<file path="config.mk">
export PLATFORM = sky130hd
export DESIGN_NAME = store_buffer
export DESIGN_NICKNAME = d
export VERILOG_FILES = /design/src/rtl/store_buf_pkg.sv /design/src/rtl/store_lane_align.sv /design/src/rtl/store_buffer.sv
export SDC_FILE = /design/constraint.sdc
export NUM_CORES = 1
export LEC_CHECK = 0
export BUFFER_PORTS_ARGS = -buffer_cell sky130_fd_sc_hd__buf_2
export CORE_UTILIZATION = 25
export DETAILED_ROUTE_END_ITERATION = 7
export PLACE_DENSITY_LB_ADDON = 0.05
export RECOVER_POWER = 100
export SYNTH_ARGS = -nofsm -noshare
export SYNTH_HDL_FRONTEND = slang
export SYNTH_SLANG_ARGS = --single-unit
</file>
<file path="constraint.sdc">
create_clock -name clk -period 3.7 [get_ports clk]
set_input_delay 0.74 -clock clk [delete_from_list [all_inputs] [get_ports clk]]
set_output_delay 0.74 -clock clk [all_outputs]
set_load 0.01 [all_outputs]
</file>
<file path="src/rtl/store_buf_pkg.sv">
// store_buf_pkg: store size encodings and buffered entry record shared by the store buffer.
package store_buf_pkg;
  localparam logic [2:0] SZ_BYTE = 3'b000;
  localparam logic [2:0] SZ_HALF = 3'b001;
  localparam logic [2:0] SZ_WORD = 3'b010;
  typedef struct packed {
    logic [29:0] waddr;
    logic [31:0] wdata;
    logic [3:0]  be;
  } sb_entry_t;
endpackage

</file>
<file path="src/rtl/store_lane_align.sv">
// store_lane_align: moves right-justified store data onto its byte lanes and flags misaligned or unknown sizes.
module store_lane_align
  import store_buf_pkg::*;
(
  input  logic [1:0]  off,
  input  logic [2:0]  size,
  input  logic [31:0] data,
  output logic [3:0]  be,
  output logic [31:0] wdata,
  output logic        illegal
);
  assign illegal = (size == SZ_BYTE) ? 1'b0 :
                   (size == SZ_HALF) ? off[0] :
                   (size == SZ_WORD) ? (off != 2'b00) : 1'b1;
  assign be = (size == SZ_BYTE) ? 4'b0001 << off :
              (size == SZ_HALF) ? 4'b0011 << off : 4'b1111;
  assign wdata = (size == SZ_BYTE) ? {24'b0, data[7:0]} << {off, 3'b000} :
                 (size == SZ_HALF) ? {16'b0, data[15:0]} << {off[1], 4'b0000} : data;
endmodule

</file>
<file path="src/rtl/store_buffer.sv">
// store_buffer: in-order FIFO of aligned stores toward data memory with load-hazard detection.
// Define STORE_BUF_LD_MATCH_EN for word-address load matching; otherwise any pending store stalls loads.
module store_buffer
  import store_buf_pkg::*;
#(
  parameter int DEPTH = 4
) (
  input  logic                       clk,
  input  logic                       rst,
  input  logic                       st_valid,
  output logic                       st_ready,
  input  logic [31:0]                st_addr,
  input  logic [31:0]                st_data,
  input  logic [2:0]                 st_size,
  output logic                       st_err,
  output logic                       mem_req,
  output logic [31:0]                mem_addr,
  output logic [31:0]                mem_wdata,
  output logic [3:0]                 mem_be,
  input  logic                       mem_ack,
  input  logic                       ld_valid,
  input  logic [31:0]                ld_addr,
  output logic                       ld_hit,
  output logic [$clog2(DEPTH):0]     count
);
  localparam int AW = $clog2(DEPTH);
  sb_entry_t      buf_q [DEPTH];
  logic [AW-1:0]  wr_ptr, rd_ptr;
  logic [3:0]     al_be;
  logic [31:0]    al_wdata;
  logic           illegal, hs, push, pop;
  sb_entry_t      head;
  store_lane_align u_align (
    .off(st_addr[1:0]), .size(st_size), .data(st_data),
    .be(al_be), .wdata(al_wdata), .illegal(illegal)
  );
  assign st_ready  = count != (AW+1)'(DEPTH);
  assign hs        = st_valid && st_ready;
  assign push      = hs && !illegal;
  assign mem_req   = count != '0;
  assign pop       = mem_req && mem_ack;
  assign head      = buf_q[rd_ptr];
  assign mem_addr  = {head.waddr, 2'b00};
  assign mem_wdata = head.wdata;
  assign mem_be    = head.be;
  always_ff @(posedge clk or posedge rst) begin
    if (rst) begin
      wr_ptr <= '0;
      rd_ptr <= '0;
      count  <= '0;
      st_err <= 1'b0;
    end else begin
      wr_ptr <= push ? wr_ptr + AW'(1) : wr_ptr;
      rd_ptr <= pop ? rd_ptr + AW'(1) : rd_ptr;
      count  <= count + (AW+1)'(push) - (AW+1)'(pop);
      st_err <= hs && illegal;
    end
  end
  always_ff @(posedge clk) begin
    if (push) buf_q[wr_ptr] <= '{waddr: st_addr[31:2], wdata: al_wdata, be: al_be};
  end
`ifdef STORE_BUF_LD_MATCH_EN
  logic unused_ld_off;
  assign unused_ld_off = ^ld_addr[1:0];
  // walk from the head so only occupied slots are compared
  always_comb begin
    ld_hit = 1'b0;
    for (int i = 0; i < DEPTH; i++)
      if ((AW+1)'(i) < count && buf_q[rd_ptr + AW'(i)].waddr == ld_addr[31:2]) ld_hit = ld_valid;
  end
`else
  logic unused_ld_addr;
  assign unused_ld_addr = ^ld_addr;
  assign ld_hit = ld_valid && (count != '0);
`endif
endmodule

</file>
---- Word-level counts from Yosys, hierarchy flattened ----
Memories as Yosys holds them, arrays and structs flattened.
Cells that the tools add are included.
cells by class
  $add $sub $neg .......................... 4
  equal/unequal tests ..................... 3
  shifts and indexed selects .............. 4
  mux-type cells .......................... 9
  reduce and logical (&&, ||, !) cells .... 9
operators with widths
  kind                                                               number
  32-bit 2-to-1 mux                                                  2
  16-bit by 5-bit left shift with 32-bit output                      1
  8-bit by 5-bit left shift with 32-bit output                       1
  4-bit 2-to-1 mux                                                   2
  1-bit logical AND                                                  5
  1-bit 2-to-1 mux                                                   5
  2-bit by 1-bit adder with 2-bit output, second input constant      2
  1-bit by 2-bit left shift with 4-bit output, first input constant  1
  2-bit by 2-bit left shift with 4-bit output, first input constant  1
  3-bit by 1-bit adder with 3-bit output                             1
  3-bit by 1-bit == test with 1-bit output, second input constant    1
  3-bit by 2-bit == test with 1-bit output, second input constant    1
  3-bit logical NOT                                                  1
  3-bit != test, second input constant                               1
  3-bit nonzero test                                                 1
  3-bit by 1-bit subtractor with 3-bit output                        1
  2-bit nonzero test                                                 1
  1-bit logical NOT                                                  1
storage, ports and cells
  flip-flop bits (word level) ............. 8
  RAM bits ................................ 264
  input bits .............................. 104
  output and inout port bits .............. 75
  word-level logic and storage cells ...... 34
  memories ................................ 1
memory list
  memory  depth  bits a word  read ports  clocked after Yosys merged registers in  wr ports  RTL line            RTL
  buf_q   4      66           1           0                                        1         store_buffer.sv:27  sb_entry_t buf_q [DEPTH];

---- Depth between registers and ports, before layout ----
Gate-level depths: netlist of run 1.
  word-level depth ........................ 8
  mapped depth ............................ 11
  depth with buffers taken out ............ 11

---- By module ----
From an unflattened synthesis of run 1, not the netlist that was laid out.
second synthesis, totals
  cells, all modules ...................... 477
  area, all modules ....................... 10577.6 sq um
modules (own cells, without submodules)
  module            times used  cells each  area each (sq um)  seq. area each (sq um)
  store_buffer      1           388         9980.8             8127.8
  store_lane_align  1           89          596.8              0.0

---- Worst setup path after synthesis of run 1 ----
No wires, ideal clock.
  path type ............................... input to register
  start point ............................. input st_addr[1]
  end point ............................... memory buf_q[2][0] in the netlist's numbering (enable)
  setup time .............................. 0.431 ns
  arrival time ............................ 3.156 ns
  data required time ...................... 3.269 ns
  path slack .............................. 0.113 ns
  stages on the path ...................... 6
  path buffers ............................ 0
  path through ............................ inv_1 ha_1 or2b_1 a21oi_2 nor3_4 and2_1
between the ends
  word-level cells in the longest chain between the ends .. 8
ends and longest elaborated chain
  what                                    RTL line                RTL
  start: declaration                      store_buffer.sv:12      input logic [31:0] st_addr,
  2-bit nonzero test                      store_lane_align.sv:14  (size == SZ_WORD) ? (off != 2'b00) : 1'b1;
  1-bit 2-to-1 mux                        store_lane_align.sv:14
  1-bit 2-to-1 mux                        store_lane_align.sv:13  (size == SZ_HALF) ? off[0] :
  1-bit 2-to-1 mux                        store_lane_align.sv:12  assign illegal = (size == SZ_BYTE) ? 1'b0 :
  1-bit logical NOT                       store_buffer.sv:39      assign push = hs && !illegal;
  1-bit logical AND                       store_buffer.sv:39
  1-bit 2-to-1 mux                        store_buffer.sv:60      if (push) buf_q[wr_ptr] <= '{waddr: st_addr[31:2], wdata: al_wdata, be: al_be};
  1-bit 2-to-1 mux (implied by the code)  store_buffer.sv:60
  end: declaration                        store_buffer.sv:27
No other way between the ends.

---- Worst setup path in the final report of run 1 ----
  start point ............................. register rd_ptr[0]
  end point ............................... output mem_wdata[16]
between the ends
  word-level cells in the longest chain between the ends .. 1
ends and longest elaborated chain
  what                      RTL line            RTL
  start: declaration        store_buffer.sv:28  logic [AW-1:0] wr_ptr, rd_ptr;
  start signal: assignment  store_buffer.sv:54  rd_ptr <= pop ? rd_ptr + AW'(1) : rd_ptr;
  memory 4 x 66 bit         -
  end: declaration          store_buffer.sv:18  output logic [31:0] mem_wdata,
No other way between the ends.

==> metrics, run 1 <==
maxcap violations 1; Routed wire per std cell 21.8 um; Layout Nets 753; critical path arrival 2.58 ns; synth warn 0; Routed WL 25.9 mm; CP Data Required Time 2.96 ns; FF+latch count, synth 272; largest fanout on the critical path 26; switching power 2570 uW; DIE AREA 43000 um2; crit end category primary output; Die Height 207 um; run status finished, violations left; WS Path Type reg2out; first-pass GRT wire length 38.4 mm; fmax 0.302 GHz; min-delay worst type in2async; clk buf depth 3; FF-to-FF path depth 5; failing checks max-capacitance violations, max-slew violations; Detail Route Antenna Nets 0; Post-synth EDFFs 264; skew final 0.0118 ns; Core Region 41200 um2; setup ws final 0.384 ns; initial core utilization 0.256; total number of vias 5243; worst skew pair latency 0.56 ns; drt via density 4.40; Hold Buf Count CTS 0; combinational share of power 0.248; Setup TNS 0 ns; grt ovf 0; largest net degree at the start of global routing 35; fin. max-slew vios 9; Syn Inst Count 458; RSZ-0062 raised after global routing no; Unique masters post-synth 36; share of cells above drive strength 1 0.267; Area Overhead vs Synth 21.3%; WL met1 11.6 mm; 1st-iter DRT viols 239; Commonest cells post-synth edfxtp_1 (264), mux4_2 (66), inv_1 (18); Netlist Area Pre-Place 10500 um2; post-route minimum period 3.32 ns; Sequential Power Share 0.420; TritonCTS Buffers 31; syn_area_per_cell 23.0 um2; cell taking the most area after synthesis edfxtp_1; worst slack at placement 0.529 ns; Final Hold Vio Count 0; TritonCTS Sinks 272; Synth area leaders edfxtp_1 (75%), mux4_2 (14%), dfrtp_1 (1.9%); setup bufs post-CTS 0; area share of the largest cell type after synthesis 0.752; Power Dens Cells 701 nW/um2; final worst path period share 0.896; FF-to-FF setup slack 0.73 ns; antenna diode count 0; Highest Signal Layer met5; total track usage 0.122; TritonCTS clock tree built; startpoint types register; Post-CTS Resized 0; Top FF cell, synth edfxtp_1; clock-pin slew of the registers on the worst-case setup and hold paths 0.06 ns; met3 wire length 1.42 mm; Met2 Routed Length 12.4 mm; CTS H-tree lvls 1; sequential area share after synthesis 0.771; vias in the first global route 5836; Port Buffers 144; DR DRC count 0; Clk network pwr share 0.332; r2r endpoint buf_q[2][53]; Sw Ratio 0.287; Pint 6390 uW; worst reg2reg startpoint count[2]; Slew HR -0.0821; Final HPWL DP 16.4 mm; Final setup viols 0; GPL Wtd Cong 0.676; Boundary Pins 179; Worst IR Drop VDD 0.300 mV; clock tree root buffer cell clkbuf_16; Pre-antenna DRT Iters 4; initial antenna violation count 1; row cnt 74; asr flop ratio synth 0.0294; Die Span X 207 um; Slew @ Worst Pin 1.61 ns; Leakage 0.00415 uW; most numerous cell in the Yosys netlist edfxtp_1
-- state kept, by name, indices dropped and copies added (netlist names) --
signal  flops
st_err      1
count       3
wr_ptr      2
rd_ptr      2
buf_q     264
-- through the flow --
step	utilization	instance area (um2)	instances	power (uW)	hold slack (ns)
after floorplan	-	10500	459	5300	0.535
after global placement	0.293	12100	1137	6290	0.544
after detailed placement	0.293	12100	1137	6320	0.555
after CTS	0.317	13000	1191	9350	0.117
after global routing	0.310	12800	1191	9440	0.142
final	0.310	12800	1191	8960	0.137
-- layout by cell type (no fill, tap or decap), types with 2 or more instances in the layout --
cell type,instances
o21ai_0,2
dfrtp_4,2
nand2_1,3
clkbuf_8,3
ha_1,10
dfrtp_1,6
conb_1,2
inv_1,18
a22o_1,16
clkinv_2,6
xor2_1,2
nor2_1,4
clkbuf_2,5
a222oi_1,8
edfxtp_1,264
clkinv_1,5
buf_2,42
xnor2_1,3
and2_0,9
buf_12,4
clkbuf_16,31
bufinv_16,3
nor3_1,3
mux2i_1,2
clkbuf_1,117
and2_2,3
buf_4,3
mux4_2,66
-- worst max path at each step --
stage | end | startpoint | slack [ns] | cells past startpoint
floorplan | buf_q[2][0] | st_addr[1] | 0.11 | 6
global placement | count[2] | st_addr[1] | 0.58 | 12
detailed placement | count[2] | st_addr[1] | 0.53 | 12
CTS | mem_be[1] | rd_ptr[0] | 0.31 | 3
global route | buf_q[1][49] | st_addr[1] | 0.15 | 8
finish | mem_wdata[16] | rd_ptr[0] | 0.38 | 3
-- worst max-delay path: stages, from the launching register on --
cell	delay, ns
dfrtp_4	0.80
buf_6	0.44
mux4_2	0.56
clkbuf_1	0.20
-- per-layer routing --
layer  up-vias  global-route usage
met5         -                   0
met4         2              0.0337
met3        38              0.0272
met2       152               0.201
met1      2777               0.161
li1       2274                   -
-- power by group through the flow --
stage	registers, uW	clock network [uW]	logic [uW]
after CTS	3780	3090	2480
after global routing	3810	3190	2440
final	3770	2980	2220
after global placement	3830	0	2460
after floorplan	3740	0	1560
after detailed placement	3840	0	2480
-- area by class of cell --
class / instances / area [um2]
fill: 4027 / 28400
tap: 532 / 666
multi-input combinational: 148 / 2160
inverter: 18 / 67.6
timing repair buffer: 167 / 769
clock inverter: 15 / 148
sequential: 272 / 8140
clock buffer: 39 / 836
-- kinds of logic after synthesis --
| kind of cell | Yosys count | share of synthesized area |
|---|---|---|
| AO/OA/AOI/OAI | 28 | 0.0237 |
| buffers and inverters | 39 | 0.0197 |
| XOR/XNOR | 5 | 0.00416 |
| adder cells (fa/ha/maj) | 11 | 0.0138 |
| AND/OR/NAND/NOR | 33 | 0.0226 |
| flip-flops | 272 | 0.771 |
| other | 1 | 0.000356 |
| multiplexers | 69 | 0.144 |
(Power assumes the default switching activity.)
==> inputs of run 2 (changes only) <==
--- a/config.mk
+++ b/config.mk
@@ -12,4 +12,5 @@
 export RECOVER_POWER = 100
 export SYNTH_ARGS = -nofsm -noshare
 export SYNTH_HDL_FRONTEND = slang
+export SYNTH_HIERARCHICAL = 1
 export SYNTH_SLANG_ARGS = --single-unit
==> run 2 against run 1 <==
Against the previous run:
- the flow now finishes without violations
- design area rose by 0.66%
- combinational power hardly changed
- clock power is essentially flat
- largest cell class unchanged
- critical path type is now in2reg
- wire length rose by 0.14%
- global-route usage about the same
==> metrics, run 2 <==
grt ovf 0 (unchanged); combinational share of power 0.245 (-0.003); syn_area_per_cell 22.2 um2 (-3.6%); CP max stage cell clkbuf_2; commonest non-fill, non-tap cell in the layout edfxtp_1; Top reg by flops buf_q; fmax 0.311 GHz (+3.0%); Leakage 0.00414 uW (-0.24%); critical path arrival 3.35 ns (+0.77 ns); clock tree root buffer cell clkbuf_16; largest fanout on the critical path 22 (-15%); Post-CTS Resized 0 (unchanged); DIE AREA 43100 um2 (+0.38%); Area Overhead vs Synth 21.7%; FF+latch count, synth 272 (unchanged); TritonCTS Buffers 34 (+9.7%); clk buf depth 3 (unchanged); CP Data Required Time 3.83 ns (+0.87 ns); vias in the first global route 5966 (+2.2%); row cnt 74 (unchanged); Routed WL 26.0 mm (+0.14%); Clk network pwr share 0.330 (-0.002); first-pass GRT wire length 38.8 mm (+0.95%); Post-synth EDFFs 264 (unchanged); Core Region 41300 um2 (+0.22%); Slew @ Worst Pin 1.27 ns (-0.343 ns); Die Span X 208 um (+0.19%); GPL Wtd Cong 0.763 (+13%); Final setup viols 0 (unchanged); drt via density 4.37 (-0.84%); largest net degree at the start of global routing 31 (-11%); switching power 2570 uW (-0.16%); run status finished clean; most numerous cell in the Yosys netlist edfxtp_1; WS Path Type in2reg; r2r endpoint buf_q[1][41]; Hold Buf Count CTS 0 (unchanged); fin. max-slew vios 0 (-9); Pint 6410 uW (+0.27%); 1st-iter DRT viols 286 (+20%); sequential area share after synthesis 0.768 (-0.00292); Port Buffers 144 (unchanged); total track usage 0.122 (+0.000360); asr flop ratio synth 0.0294 (unchanged); final worst path period share 0.870 (-0.0265); min-delay worst type in2async; Die Height 208 um (+0.19%); Sw Ratio 0.286 (-0.000882); initial antenna violation count 2 (+1); share of cells above drive strength 1 0.264 (-0.00289); cell mode on critical path clkbuf_1; post-route minimum period 3.22 ns (-0.0979 ns); crit end category register; antenna diode count 0 (unchanged); Synth area leaders edfxtp_1 (75%), mux4_2 (14%), dfrtp_1 (1.9%); Filler cells 4073 (+1.1%); Setup TNS 0 ns (unchanged); Power Dens Cells 697 nW/um2 (-0.52%); worst slack at placement 0.439 ns (-0.0897 ns); Largest regs buf_q: 264 flops, count: 3 flops; FF-to-FF setup slack 1.18 ns (+0.45 ns); RSZ-0062 raised after global routing no; cell taking the most area after synthesis edfxtp_1; Boundary Pins 179 (unchanged); synth warn 6 (+6); Top FF cell, synth edfxtp_1; critical path's largest stage delay 0.64 ns (-0.16 ns); startpoint types input port; setup ws final 0.482 ns (+0.0979 ns); setup bufs post-CTS 0 (unchanged); clock-pin slew of the registers on the worst-case setup and hold paths 0.06 ns (about the same); Pre-antenna DRT Iters 6 (+2); crit path cell chain clkbuf_1 -> inv_1 -> ha_1 -> nor2b_1 -> o22ai_1 -> nand2b_1 -> and3b_1 -> clkbuf_1 -> and2_4 -> clkbuf_2; Sequential Power Share 0.426 (+0.006); Final Hold Vio Count 0 (unchanged); Final HPWL DP 16.7 mm (+2.1%); TritonCTS Sinks 272 (unchanged); Unique masters post-synth 41 (+14%); max reg flops 264 (unchanged); Detail Route Antenna Nets 0 (unchanged); worst skew pair latency 0.50 ns (-0.06 ns); TritonCTS clock tree built; Routed wire per std cell 21.6 um (-0.77%); worst reg2reg startpoint count[2]; area share of the largest cell type after synthesis 0.749 (-0.00285); Commonest cells post-synth edfxtp_1 (264), mux4_2 (66), and2_1 (14); Slew HR 0.155 (+0.237); Netlist Area Pre-Place 10600 um2 (+0.38%); commonest cells after routing, fill and taps aside edfxtp_1 (264), clkbuf_1 (111), mux4_2 (66), buf_2 (45), clkbuf_16 (35); Syn Inst Count 477 (+4.1%); Min Hold Slack 0.193 ns (+0.0564 ns); initial core utilization 0.256 (+0.000396); Worst IR Drop VDD 0.212 mV (-29%); FF-to-FF path depth 5 (unchanged); Layout Nets 766 (+1.7%); maxcap violations 0 (-1); DR DRC count 0 (unchanged); skew final 0.00544 ns (-0.00636 ns); total number of vias 5247 (+0.076%); CTS H-tree lvls 2 (+1)
## run 2: cell types whose count changed in the layout (fill, tap and decap cells not counted), moves of 8 or more
cell	change
o21ai_0	+8
a22o_1	-8
a222oi_1	-8
nand4_1	+8
a221o_1	+8
nand2_1	+8
inv_1	-10
## run 2: logic make-up (layout without fill, tap and decap cells)
logic type,after synthesis,in the layout,share of synthesized area
DFF,272,272,0.768
muxes,68,68,0.143
and+or+nand+nor,59,59,0.0340
buffers and inverters,34,226,0.0170
AOI/OAI and AO/OA,27,27,0.0195
adders and majority gates,11,11,0.0137
xor gates and xnor gates,5,5,0.00414
other,1,2,0.000355
## run 2: worst max path at each step
stage,startpoint,endpoint,cells past startpoint
2_1_floorplan,st_addr[0],count[2],16
3_3_place_gp,st_addr[0],count[2],15
3_5_place_dp,st_addr[0],count[2],15
4_1_cts,rd_ptr[0],mem_wdata[8],3
5_1_grt,st_addr[0],buf_q[1][52],10
6_report,st_addr[0],buf_q[1][41],10
## run 2: area by class of cell
class,instances,area (um2),share of cell area
multi-input combinational,172,2260,0.175
clock inverter,8,38.8,0.00301
tap,532,666,0.0517
sequential,272,8130,0.632
clock buffer,47,951,0.0739
inverter,9,33.8,0.00262
timing repair buffer,162,791,0.0614
## run 2: power groups by stage
stage / sequential (uW) / clock [uW] / combinational, uW
finish: 3820 / 2960 / 2200
global route: 3860 / 3190 / 2400
CTS: 3840 / 3080 / 2420
detailed placement: 3900 / 0 / 2410
global placement: 3900 / 0 / 2400
floorplan: 3730 / 0 / 1540
## run 2: routing by layer
| layer | global-route usage | up-vias | part of all wire |
|---|---|---|---|
| li1 | - | 2328 | - |
| met1 | 0.154 | 2758 | 0.43 |
| met2 | 0.208 | 125 | 0.50 |
| met3 | 0.0290 | 34 | 0.049 |
| met4 | 0.0370 | 2 | 0.020 |
| met5 | 0 | - | 0.00042 |
## run 2: worst max-delay path, delay by kind of cell
family	cells	cell delay, ns
AOI/OAI and AO/OA	1	0.27
and+or+nand+nor	4	0.82
adders and majority gates	1	0.18
buffers and inverters	4	1.30
## run 2: per-stage QoR
stage          total power (uW)  std cells  utilization  instance area [um2]
6_report                   8980       1202        0.312                12900
5_1_grt                    9450       1202        0.312                12900
3_3_place_gp               6290       1147        0.293                12100
4_1_cts                    9350       1202        0.317                13100
2_1_floorplan              5270        478            -                10600
3_5_place_dp               6320       1147        0.293                12100
==> inputs of run 3 (changes only) <==
--- a/config.mk
+++ b/config.mk
@@ -9,7 +9,7 @@
 export CORE_UTILIZATION = 25
 export DETAILED_ROUTE_END_ITERATION = 7
 export PLACE_DENSITY_LB_ADDON = 0.05
-export RECOVER_POWER = 100
+export RECOVER_POWER = 25
 export SYNTH_ARGS = -nofsm -noshare
 export SYNTH_HDL_FRONTEND = slang
 export SYNTH_HIERARCHICAL = 1
==> run 3 against run 2 <==
Against the previous run:
- core utilization up 0.42 points
- hold slack got worse by 0.0016 ns
- final cell count unchanged
- sequential share of layout area shrank 0.82 points
- sequential cell count stayed put
- wire length decreased by 0.32%
- largest power group unchanged
- highest routed layer unchanged
==> metrics, run 3 (synthesis gave the netlist of run 2 again) <==
DR DRC count 0 (unchanged); Boundary Pins 179 (unchanged); busiest grt layer met2; GR Util met3 0.0290 (unchanged); Routed wire per std cell 21.5 um (-0.32%); Port Buffers 144 (unchanged); min-delay worst type in2async; fmax 0.327 GHz (+5.3%); Slew HR 0.405 (+0.250); Setup TNS 0 ns (unchanged); Final HPWL DP 16.7 mm (unchanged); Leakage 0.00436 uW (+5.4%); Power Dens Cells 697 nW/um2 (about the same); TritonCTS Buffers 34 (unchanged); CTS H-tree lvls 2 (unchanged); CP Data Required Time 2.96 ns (-0.87 ns); Die Span X 208 um (unchanged); Placed Cells 1147 (unchanged); Core Region 41300 um2 (unchanged); Routed WL 25.9 mm (-0.32%); largest net degree at the start of global routing 31 (unchanged); commonest non-fill, non-tap cell in the layout edfxtp_1; run status finished clean; Post-Layout Cell Count 1202 (unchanged); share of cells above drive strength 1 0.375 (+0.110); Hold Buf Count CTS 0 (unchanged); fin area 13000 um2 (+1.3%); skew final 0.00637 ns (+0.000928 ns); antenna diode count 0 (unchanged); vias in the first global route 5966 (unchanged); Final Hold Vio Count 0 (unchanged); Final setup viols 0 (unchanged); crit end category primary output; Pre-antenna DRT Iters 7 (+1); commonest cells after routing, fill and taps aside edfxtp_1 (264), buf_2 (113), mux4_2 (66), clkbuf_1 (40), clkbuf_16 (35); Worst IR Drop VDD 0.227 mV (+7.1%); FF-to-FF setup slack 1.25 ns (+0.07 ns); Die Height 208 um (unchanged); drt via density 4.35 (-0.29%); CP delay by family, top flip-flops; fin. max-slew vios 0 (unchanged); largest fanout on the critical path 27 (+23%); RSZ-0062 raised after global routing no; final worst path period share 0.826 (-0.0439); CP bufs+invs 2 (-2); total track usage 0.122 (unchanged); startpoint types register; maxcap violations 0 (unchanged); Slew @ Worst Pin 0.892 ns (-0.376 ns); GPL Wtd Cong 0.763 (unchanged); CP max stage cell dfrtp_4; met1 GRT Util 0.154 (unchanged); max reg flops 264 (unchanged); first-pass GRT wire length 38.8 mm (unchanged); initial core utilization 0.256 (unchanged); TritonCTS clock tree built; Detail Route Antenna Nets 0 (unchanged); clock tree root buffer cell clkbuf_16; Top reg by flops buf_q; TritonCTS Sinks 272 (unchanged); Min Hold Slack 0.192 ns (-0.00157 ns); setup bufs post-CTS 0 (unchanged); total number of vias 5232 (-0.29%); grt ovf 0 (unchanged); WS Path Type reg2out; clk buf depth 3 (unchanged); critical path's largest stage delay 0.71 ns (+0.07 ns); met2 Track Usage GR 0.208 (unchanged); row cnt 74 (unchanged); initial antenna violation count 2 (unchanged); 1st-iter DRT viols 287 (+0.35%); DIE AREA 43100 um2 (unchanged); Area after DPL 12100 um2 (unchanged); Largest regs buf_q: 264 flops, count: 3 flops; clock-pin slew of the registers on the worst-case setup and hold paths 0.05 ns (about the same); Post-CTS Resized 0 (unchanged); crit path cell chain buf_12 -> mux4_2 -> buf_2; critical path arrival 2.32 ns (-1.03 ns); Area Overhead vs Synth 23.3%; post-route minimum period 3.06 ns (-0.162 ns); worst skew pair latency 0.50 ns (about the same); Layout Nets 766 (unchanged)
[run 3: cell types whose count changed in the layout (fill, tap and decap cells not counted), moves of 7 or more]
cell	delta
and2_0	-7
and2_1	+7
buf_2	+68
clkbuf_1	-71
o21ai_0	-8
o21ai_1	+8
[run 3: where the power goes]
group / internal, uW / switching (uW)
combinational: 1140 / 1170
clock: 1780 / 1180
sequential: 3610 / 209
[run 3: path summary, 6_finish.rpt]
path                              from  cells after the start             to
max                          rd_ptr[0]                      3  mem_wdata[10]
min                                rst                      2         st_err
max reg2reg                   count[1]                      9       count[2]
min reg2reg                   count[2]                      1       count[2]
max in group asynchronous          rst                      2      rd_ptr[0]
min in group clk           st_addr[10]                      1   buf_q[0][44]
[run 3: routing by layer]
layer	vias up	routed length, um
li1	2329	-
met3	35	1390
met2	133	13100
met5	-	11
met1	2733	11000
met4	2	450
[run 3: cell type report]
class | instances | area, um2
Fill cell | 4041 | 28300
Sequential cell | 272 | 8140
Multi-Input combinational cell | 172 | 2280
Clock buffer | 47 | 951
Timing Repair Buffer | 162 | 942
Tap cell | 532 | 666
Clock inverter | 8 | 38.8
Inverter | 9 | 33.8
[run 3: through the flow]
| step | util | worst slack, ns | total power, uW |
|---|---|---|---|
| floorplan | - | 0.643 | 5270 |
| global placement | 0.293 | 0.499 | 6290 |
| detailed placement | 0.293 | 0.439 | 6320 |
| CTS | 0.317 | 0.531 | 9350 |
| global route | 0.316 | 0.496 | 9570 |
| finish | 0.316 | 0.644 | 9090 |
[run 3: worst register-to-register path, stage by stage (launching register included)]
cell	delay (ns)
dfrtp_1	0.44
or3_2	0.51
and2_0	0.21
ha_1	0.28
inv_1	0.06
ha_1	0.14
inv_1	0.05
fa_1	0.38
xnor2_1	0.15
xnor2_1	0.13
